[config.mk]
export PLATFORM = sky130hd
export DESIGN_NAME = increase_count
export DESIGN_NICKNAME = d
export VERILOG_FILES = /design/src/rtl/count_pkg.sv /design/src/rtl/btn_debounce.sv /design/src/rtl/increase_count.sv
export SDC_FILE = /design/constraint.sdc
export NUM_CORES = 1
export LEC_CHECK = 0
export CORE_ASPECT_RATIO = 0.7
export CORE_MARGIN = 2
export CORE_UTILIZATION = 41
export CTS_CLUSTER_DIAMETER = 150
export DETAILED_ROUTE_END_ITERATION = 8
export SYNTH_ARGS = -nofsm -noshare
export SYNTH_HDL_FRONTEND = slang
export SYNTH_HIERARCHICAL = 1
export SYNTH_SLANG_ARGS = --single-unit
[constraint.sdc]
create_clock -name clk -period 2.43 [get_ports clk]
set_input_delay 0.243 -clock clk [delete_from_list [all_inputs] [get_ports clk]]
set_output_delay 0.243 -clock clk [all_outputs]
set_load 0.02 [all_outputs]
[src/rtl/count_pkg.sv]
// rtl/count_pkg.sv - shared types and helpers for the push-button counters
//
// Purpose: debouncer state encoding and the count range helper, shared by
//          btn_debounce and increase_count.
// Contents: deb_state_t, count_max().

package count_pkg;

  // Debouncer states: a level is only accepted after it has been stable
  // through the matching *_WAIT state.
  typedef enum logic [1:0] {
    IDLE         = 2'd0,
    PRESS_WAIT   = 2'd1,
    PRESSED      = 2'd2,
    RELEASE_WAIT = 2'd3
  } deb_state_t;

  // Largest legal count value for size exponent n.
  function automatic int unsigned count_max(input int unsigned n);
    return (32'd1 << n) - 32'd1;
  endfunction

endpackage

[src/rtl/btn_debounce.sv]
// rtl/btn_debounce.sv - two-flop synchroniser plus debounce FSM for one button
//
// Purpose: turns a raw, bouncing, active-low button into a clean level and a
//          single-cycle strobe per confirmed press.
// Ports:
//   clk        system clock, rising edge
//   btn_reset  asynchronous active-low reset
//   btn_n      raw button, asynchronous to clk, 0 = pressed
//   press      one-clock strobe when a press is confirmed (registered)
//   level      debounced level, 1 = held (registered)

module btn_debounce
  import count_pkg::*;
#(
  parameter int DEB_CYCLES = 50000
) (
  input  logic clk,
  input  logic btn_reset,
  input  logic btn_n,
  output logic press,
  output logic level
);

  // The counter never needs to hold more than DEB_CYCLES-2, so this width is
  // always sufficient (DEB_CYCLES >= 2).
  localparam int CW = (DEB_CYCLES > 2) ? $clog2(DEB_CYCLES) : 1;
  localparam logic [CW-1:0] LAST = CW'(DEB_CYCLES - 2);

  logic          sync1;
  logic          sync2;
  deb_state_t    state;
  logic [CW-1:0] cnt;

  // Both stages reset to the released level so no false press is seen
  // while the synchroniser refills after reset.
  always_ff @(posedge clk or negedge btn_reset) begin
    if (!btn_reset) begin
      sync1 <= 1'b1;
      sync2 <= 1'b1;
    end else begin
      sync1 <= btn_n;
      sync2 <= sync1;
    end
  end

  // cnt holds (stable samples seen - 1) while in a *_WAIT state: the sample
  // that enters the wait state is the first of DEB_CYCLES, so the transition
  // fires on the sample where cnt already equals DEB_CYCLES-2.
  always_ff @(posedge clk or negedge btn_reset) begin
    if (!btn_reset) begin
      state <= IDLE;
      cnt   <= '0;
      press <= 1'b0;
      level <= 1'b0;
    end else begin
      press <= 1'b0;
      case (state)
        IDLE: begin
          if (!sync2) begin
            state <= PRESS_WAIT;
            cnt   <= '0;
          end
        end
        PRESS_WAIT: begin
          if (sync2) begin
            state <= IDLE;
          end else if (cnt == LAST) begin
            state <= PRESSED;
            cnt   <= '0;
            press <= 1'b1;
            level <= 1'b1;
          end else begin
            cnt <= cnt + CW'(1);
          end
        end
        PRESSED: begin
          if (sync2) begin
            state <= RELEASE_WAIT;
            cnt   <= '0;
          end
        end
        RELEASE_WAIT: begin
          // A bounce back to 0 resumes the held press without a new strobe.
          if (!sync2) begin
            state <= PRESSED;
          end else if (cnt == LAST) begin
            state <= IDLE;
            cnt   <= '0;
            level <= 1'b0;
          end else begin
            cnt <= cnt + CW'(1);
          end
        end
        default: begin
          state <= IDLE;
          cnt   <= '0;
          level <= 1'b0;
        end
      endcase
    end
  end

endmodule

[src/rtl/increase_count.sv]
// rtl/increase_count.sv - debounced push-button up-counter with wrap pulse
//
// Purpose: counts confirmed presses of btn_increment modulo 2**N, with
//          btn_clear forcing the count back to zero.
// Ports:
//   clk            system clock, rising edge
//   btn_reset      asynchronous active-low reset
//   btn_increment  raw button, active-low
//   btn_clear      raw button, active-low
//   count          current count, 2**N bits wide, range 0 .. 2**N-1
//   wrap           one-cycle pulse on the 2**N-1 -> 0 increment
//   pressed        debounced level of btn_increment

module increase_count
  import count_pkg::*;
#(
  parameter int N          = 2,
  parameter int DEB_CYCLES = 50000
) (
  input  logic            clk,
  input  logic            btn_reset,
  input  logic            btn_increment,
  input  logic            btn_clear,
  output logic [2**N-1:0] count,
  output logic            wrap,
  output logic            pressed
);

  localparam int W = 2**N;
  localparam logic [W-1:0] MAX = W'(count_max(N));

  logic inc_press;
  logic clr_press;
  logic clr_level_unused;

  btn_debounce #(
    .DEB_CYCLES(DEB_CYCLES)
  ) u_inc_deb (
    .clk      (clk),
    .btn_reset(btn_reset),
    .btn_n    (btn_increment),
    .press    (inc_press),
    .level    (pressed)
  );

  btn_debounce #(
    .DEB_CYCLES(DEB_CYCLES)
  ) u_clr_deb (
    .clk      (clk),
    .btn_reset(btn_reset),
    .btn_n    (btn_clear),
    .press    (clr_press),
    .level    (clr_level_unused)
  );

  // Clear has priority; an increment in the same cycle is dropped.
  always_ff @(posedge clk or negedge btn_reset) begin
    if (!btn_reset) begin
      count <= '0;
      wrap  <= 1'b0;
    end else begin
      wrap <= 1'b0;
      if (clr_press) begin
        count <= '0;
      end else if (inc_press) begin
        if (count == MAX) begin
          count <= '0;
          wrap  <= 1'b1;
        end else begin
          count <= count + W'(1);
        end
      end
    end
  end

endmodule

# == Word level (Yosys, flattened, before mapping) ==
# Index checks and enable logic that the tools add are counted.
# W data, S select, Z words.
# word_totals
regBits,48
inputBits,4
output_inout_bits,6
word_cells,91
# classes
n_addsub,3
eq_ne,23
muxes,43
reduce_logical,9
# op_table
op,n
$mux W16,10
$pmux W16 S4,2
$add A16 B1 Y16 const B,2
$eq A16 B16 Y1 const B,2
$mux W2,12
$pmux W2 S4,2
$reduce_and A4 Y1,4
$mux W1,13
$mux W4,3
$ne A2 B1 Y1 const B,6
$eq A2 B2 Y1 const B,4
$ne A2 B2 Y1 const B,4
$ne A3 B1 Y1 const B,2
$ne A3 B3 Y1 const B,2
$reduce_and A5 Y1,1
$add A4 B1 Y4 const B,1
$eq A2 B1 Y1 const B,2
$eq A4 B2 Y1 const B,1
$logic_not A2 Y1,2
$reduce_bool A2 Y1,2
$pmux W1 S2,1

# == Depth between registers and ports, before layout ==
# logic_depth
depth_word,4
mapped_depth,6

# == By module ==
# Netlist, hierarchy kept.
# by_module_without_submodules
mod,n_inst,cells_per_inst,area_per_inst_um2
btn_debounce,2,113,1153.6
increase_count,1,21,250.2

# == Worst setup path after synthesis ==
# No wires, ideal clock.
# synth_timing
path_kind,reg-to-reg
start,reg u_clr_deb.cnt[13]
end,reg u_clr_deb.cnt[10]
t_arrival_ns,1.723
t_required_ns,2.304
setup_slack_ns,0.581
path_stages_with_launch,5
path_buffers,0
period_less_slack_ns,1.849
cell_sequence,dfrtp_1 -> or4b_1 -> or4_4 -> a21oi_4 -> nor2_1
# synth_via
elab_chain_cells,4
word_cells_on_any_way,5
classes_between,eq/ne (1); mux (4)
# synth_lines
element,line_no,source
from (decl),btn_debounce.sv:32,logic [CW-1:0] cnt;
from (signal assigned),btn_debounce.sv:73,cnt <= cnt + CW'(1);
from (signal assigned),btn_debounce.sv:91,cnt <= cnt + CW'(1);
$eq A16 B16 Y1 (*),"btn_debounce.sv:67, btn_debounce.sv:86",
$mux W16 (*),"btn_debounce.sv:67, btn_debounce.sv:86",
$mux W16 (on tied branches),"btn_debounce.sv:84, btn_debounce.sv:65",
$pmux W16 S4 (*),btn_debounce.sv:57,case (state)
# Every way passes the cells marked *; elsewhere a longest branch is shown, timed or not. The select of a mux whose other input is x is not followed.
# A chain may end at the register's enable or synchronous reset.

# == Final worst setup path ==
# layout_timing
start,reg u_clr_deb.cnt[0]
end,reg u_clr_deb.cnt[10]
# layout_via
elab_chain_cells,4
word_cells_on_any_way,6
classes_between,add/sub (1); eq/ne (1); mux (4)
# layout_lines
element,line_no
$add A16 B1 Y16 / $eq A16 B16 Y1 (equally long branches),-
$mux W16 (*),"btn_debounce.sv:67, btn_debounce.sv:86"
$mux W16 (on tied branches),"btn_debounce.sv:84, btn_debounce.sv:65"
$pmux W16 S4 (*),btn_debounce.sv:57
# Marks and branches as above.

==> impl_metrics.csv <==
group,metric,value,unit
finish,layout-drive-gt1-share,0.120,
global_routing,grt-ovfl-total,0,
power_and_ir_drop,power,1.54,mW
yosys,syn-num-nets,253,
global_routing,grt_max_degree,33,
die,rows,23,
outcome,status,"completed",
clock_tree,clock_sinks,48,
route,post_drt_wl_per_cell,14.5,um
placed_design,place_congestion,0.843,
clock_tree,insertion_delay,0.29,ns
critical_path,cp.required,2.60,ns
clock_tree,htree_levels,2,
critical_path,critPathArrivalTime,2.19,ns
global_routing,track_usage,0.152,
power_and_ir_drop,p_per_area,545,nW/um^2
clock_tree,ctsRootBufferMaster,"clkbuf_8",
timing,fin_crit,2.01,ns
timing,tightest_slew,0.632,ns
critical_path,worstSetupPathType,"flip-flop to flip-flop",
run,cap_violations,0,
placed_design,port_buffers,9,
finish,final_nets,267,
finish,area_delta_synth_final,12.5,%
yosys,synthesis.area,2520,um^2
critical_path,setup.worst_path.end_class,"flip-flop",
finish,n_antenna_cell,0,
route,routed_via_density,5.58,
route,drtIter0Drc,89,
die,dieHeight,69.5,um
route,ant_nets,0,
min_path,hold_class,"primary input to flip-flop",
placed_design,dp_hpwl,3610,um
timing,setup_tns,0,ns
clock_tree,cts_buffers,5,
timing,slew_headroom,0.577,
global_routing,antenna_found_initial,0,
global_routing,grt_pass1_vias,1652,
timing,min_period_over_period,0.829,
timing,fmax,0.496,GHz
timing,slew_viol_final,0,
die,die_x,97.6,um
power_and_ir_drop,ir_drop,0.000397,V
timing,finClkSkew,0.00896,ns
timing,rsz0062_at_grt,"no",
route,drc_errors,0,
critical_path,path_max_fanout,9,
die,coreArea,5810,um^2
die,start_util,0.433,
route,routed_wl,4840,um
global_routing,grt_first_pass_wirelength,8370,um
timing,setup_viol,0,
clock_tree,cts_tree,"built",
critical_path,startpoint_type,"flip-flop",
die,pin_count,10,
power_and_ir_drop,total_leakage_power,1.12,nW
clock_tree,cts_buffer_depth,2,
die,die_area,6790,um^2
route,first_pass_iters,4,
route,vias,1864,
yosys,yosys_warnings,6,
clock_tree,cts_setup_buffers,0,
yosys,syn_avg_cell_area,10.3,um^2
timing,hold_viol,0,
yosys,netlist_instances,244,
clock_tree,clk_pin_slew,0.09,ns
## path summary, 6_finish.rpt
check	slack (ns)	startpoint	depth (start not counted)	endpoint
worst max-delay path	0.42	u_clr_deb/cnt[0]	6	u_clr_deb/cnt[10]
worst min-delay path	0.35	btn_clear	1	u_clr_deb/sync1
worst max register to register	0.42	u_clr_deb/cnt[0]	6	u_clr_deb/cnt[10]
worst min register to register	0.35	u_clr_deb/sync1	0	u_clr_deb/sync2
max in group asynchronous	1.25	btn_reset	3	u_clr_deb/sync1
min in group asynchronous	0.41	btn_reset	2	u_inc_deb/cnt[12]
## layout by cell type (no fill, tap or decap), types with 4 or more instances in the layout
cell and count:
xnor2_1 11, ha_1 5, o21ai_0 22, nor4_1 5, inv_1 8, or4b_1 4
dfstp_2 4, and3_1 6, o31ai_1 4, clkdlybuf4s50_1 8, nand4_1 7, nor3_1 7
buf_4 4, dfrtp_1 44, nand3_1 12, or3b_2 4, clkbuf_8 7, and4_1 6
a21oi_1 13, nor2_1 14, or3_1 6, nand2b_1 6, nand2_1 15, o2bb2ai_1 6
## worst max-delay path: stages, from the launching register on
cell,delay [ns]
dfrtp_1,0.44
inv_1,0.08
ha_1,0.17
nand4_1,0.18
or4_4,0.64
a21oi_4,0.31
nor2_1,0.09
## where the power goes
| part | switching (mW) | leakage, nW | internal (mW) |
|---|---|---|---|
| logic | 0.0535 | 0.409 | 0.0298 |
| registers | 0.0258 | 0.648 | 0.818 |
| clock network | 0.252 | 0.0645 | 0.363 |
| total | 0.332 | 1.12 | 1.21 |
## registers in the layout, indices dropped and copies added, names as in the netlist, named ones only
register,count
u_clr_deb/press,1
wrap,1
u_clr_deb/sync1,1
count,4
u_inc_deb/sync1,1
u_clr_deb/sync2,1
u_clr_deb/cnt,16
u_inc_deb/cnt,16
u_inc_deb/level,1
u_inc_deb/sync2,1
u_clr_deb/state,1
u_inc_deb/state,1
u_inc_deb/press,1
## metrics by stage
step                       util  std cells  hold slack (ns)  area [um^2]  setup WS, ns
after floorplan               -        244          -0.0526         2520         0.581
after global placement    0.464        325            0.192         2700         0.434
after detailed placement  0.464        325            0.197         2700         0.435
after CTS                 0.487        334            0.345         2830         0.425
after global routing      0.487        334            0.337         2830         0.277
final                     0.487        334            0.355         2830         0.415
## metal layers
layer / GRT usage / share of wire / routed length, um / vias to the layer above
met4: 0.0324 / 0.0039 / 19 / 0
met2: 0.185 / 0.37 / 1790 / 41
met1: 0.258 / 0.57 / 2780 / 883
li1: - / - / - / 938
met5: 0 / 0 / 0 / -
met3: 0.0373 / 0.051 / 248 / 2
## final cells by class
cell class	instances	area, um^2
fill	543	2980
multi-input combinational	181	1250
sequential	48	1210
timing repair buffer	14	125
clock buffer	7	96.3
tap	75	93.8
clock inverter	1	30.0
inverter	8	30.0
## timing repair
item,4_1_cts,5_1_grt
hold buffers,1,0
endpoints found under the hold margin,14,0
resized for setup,0,0
Note: power is estimated with default switching activity, not from simulation.
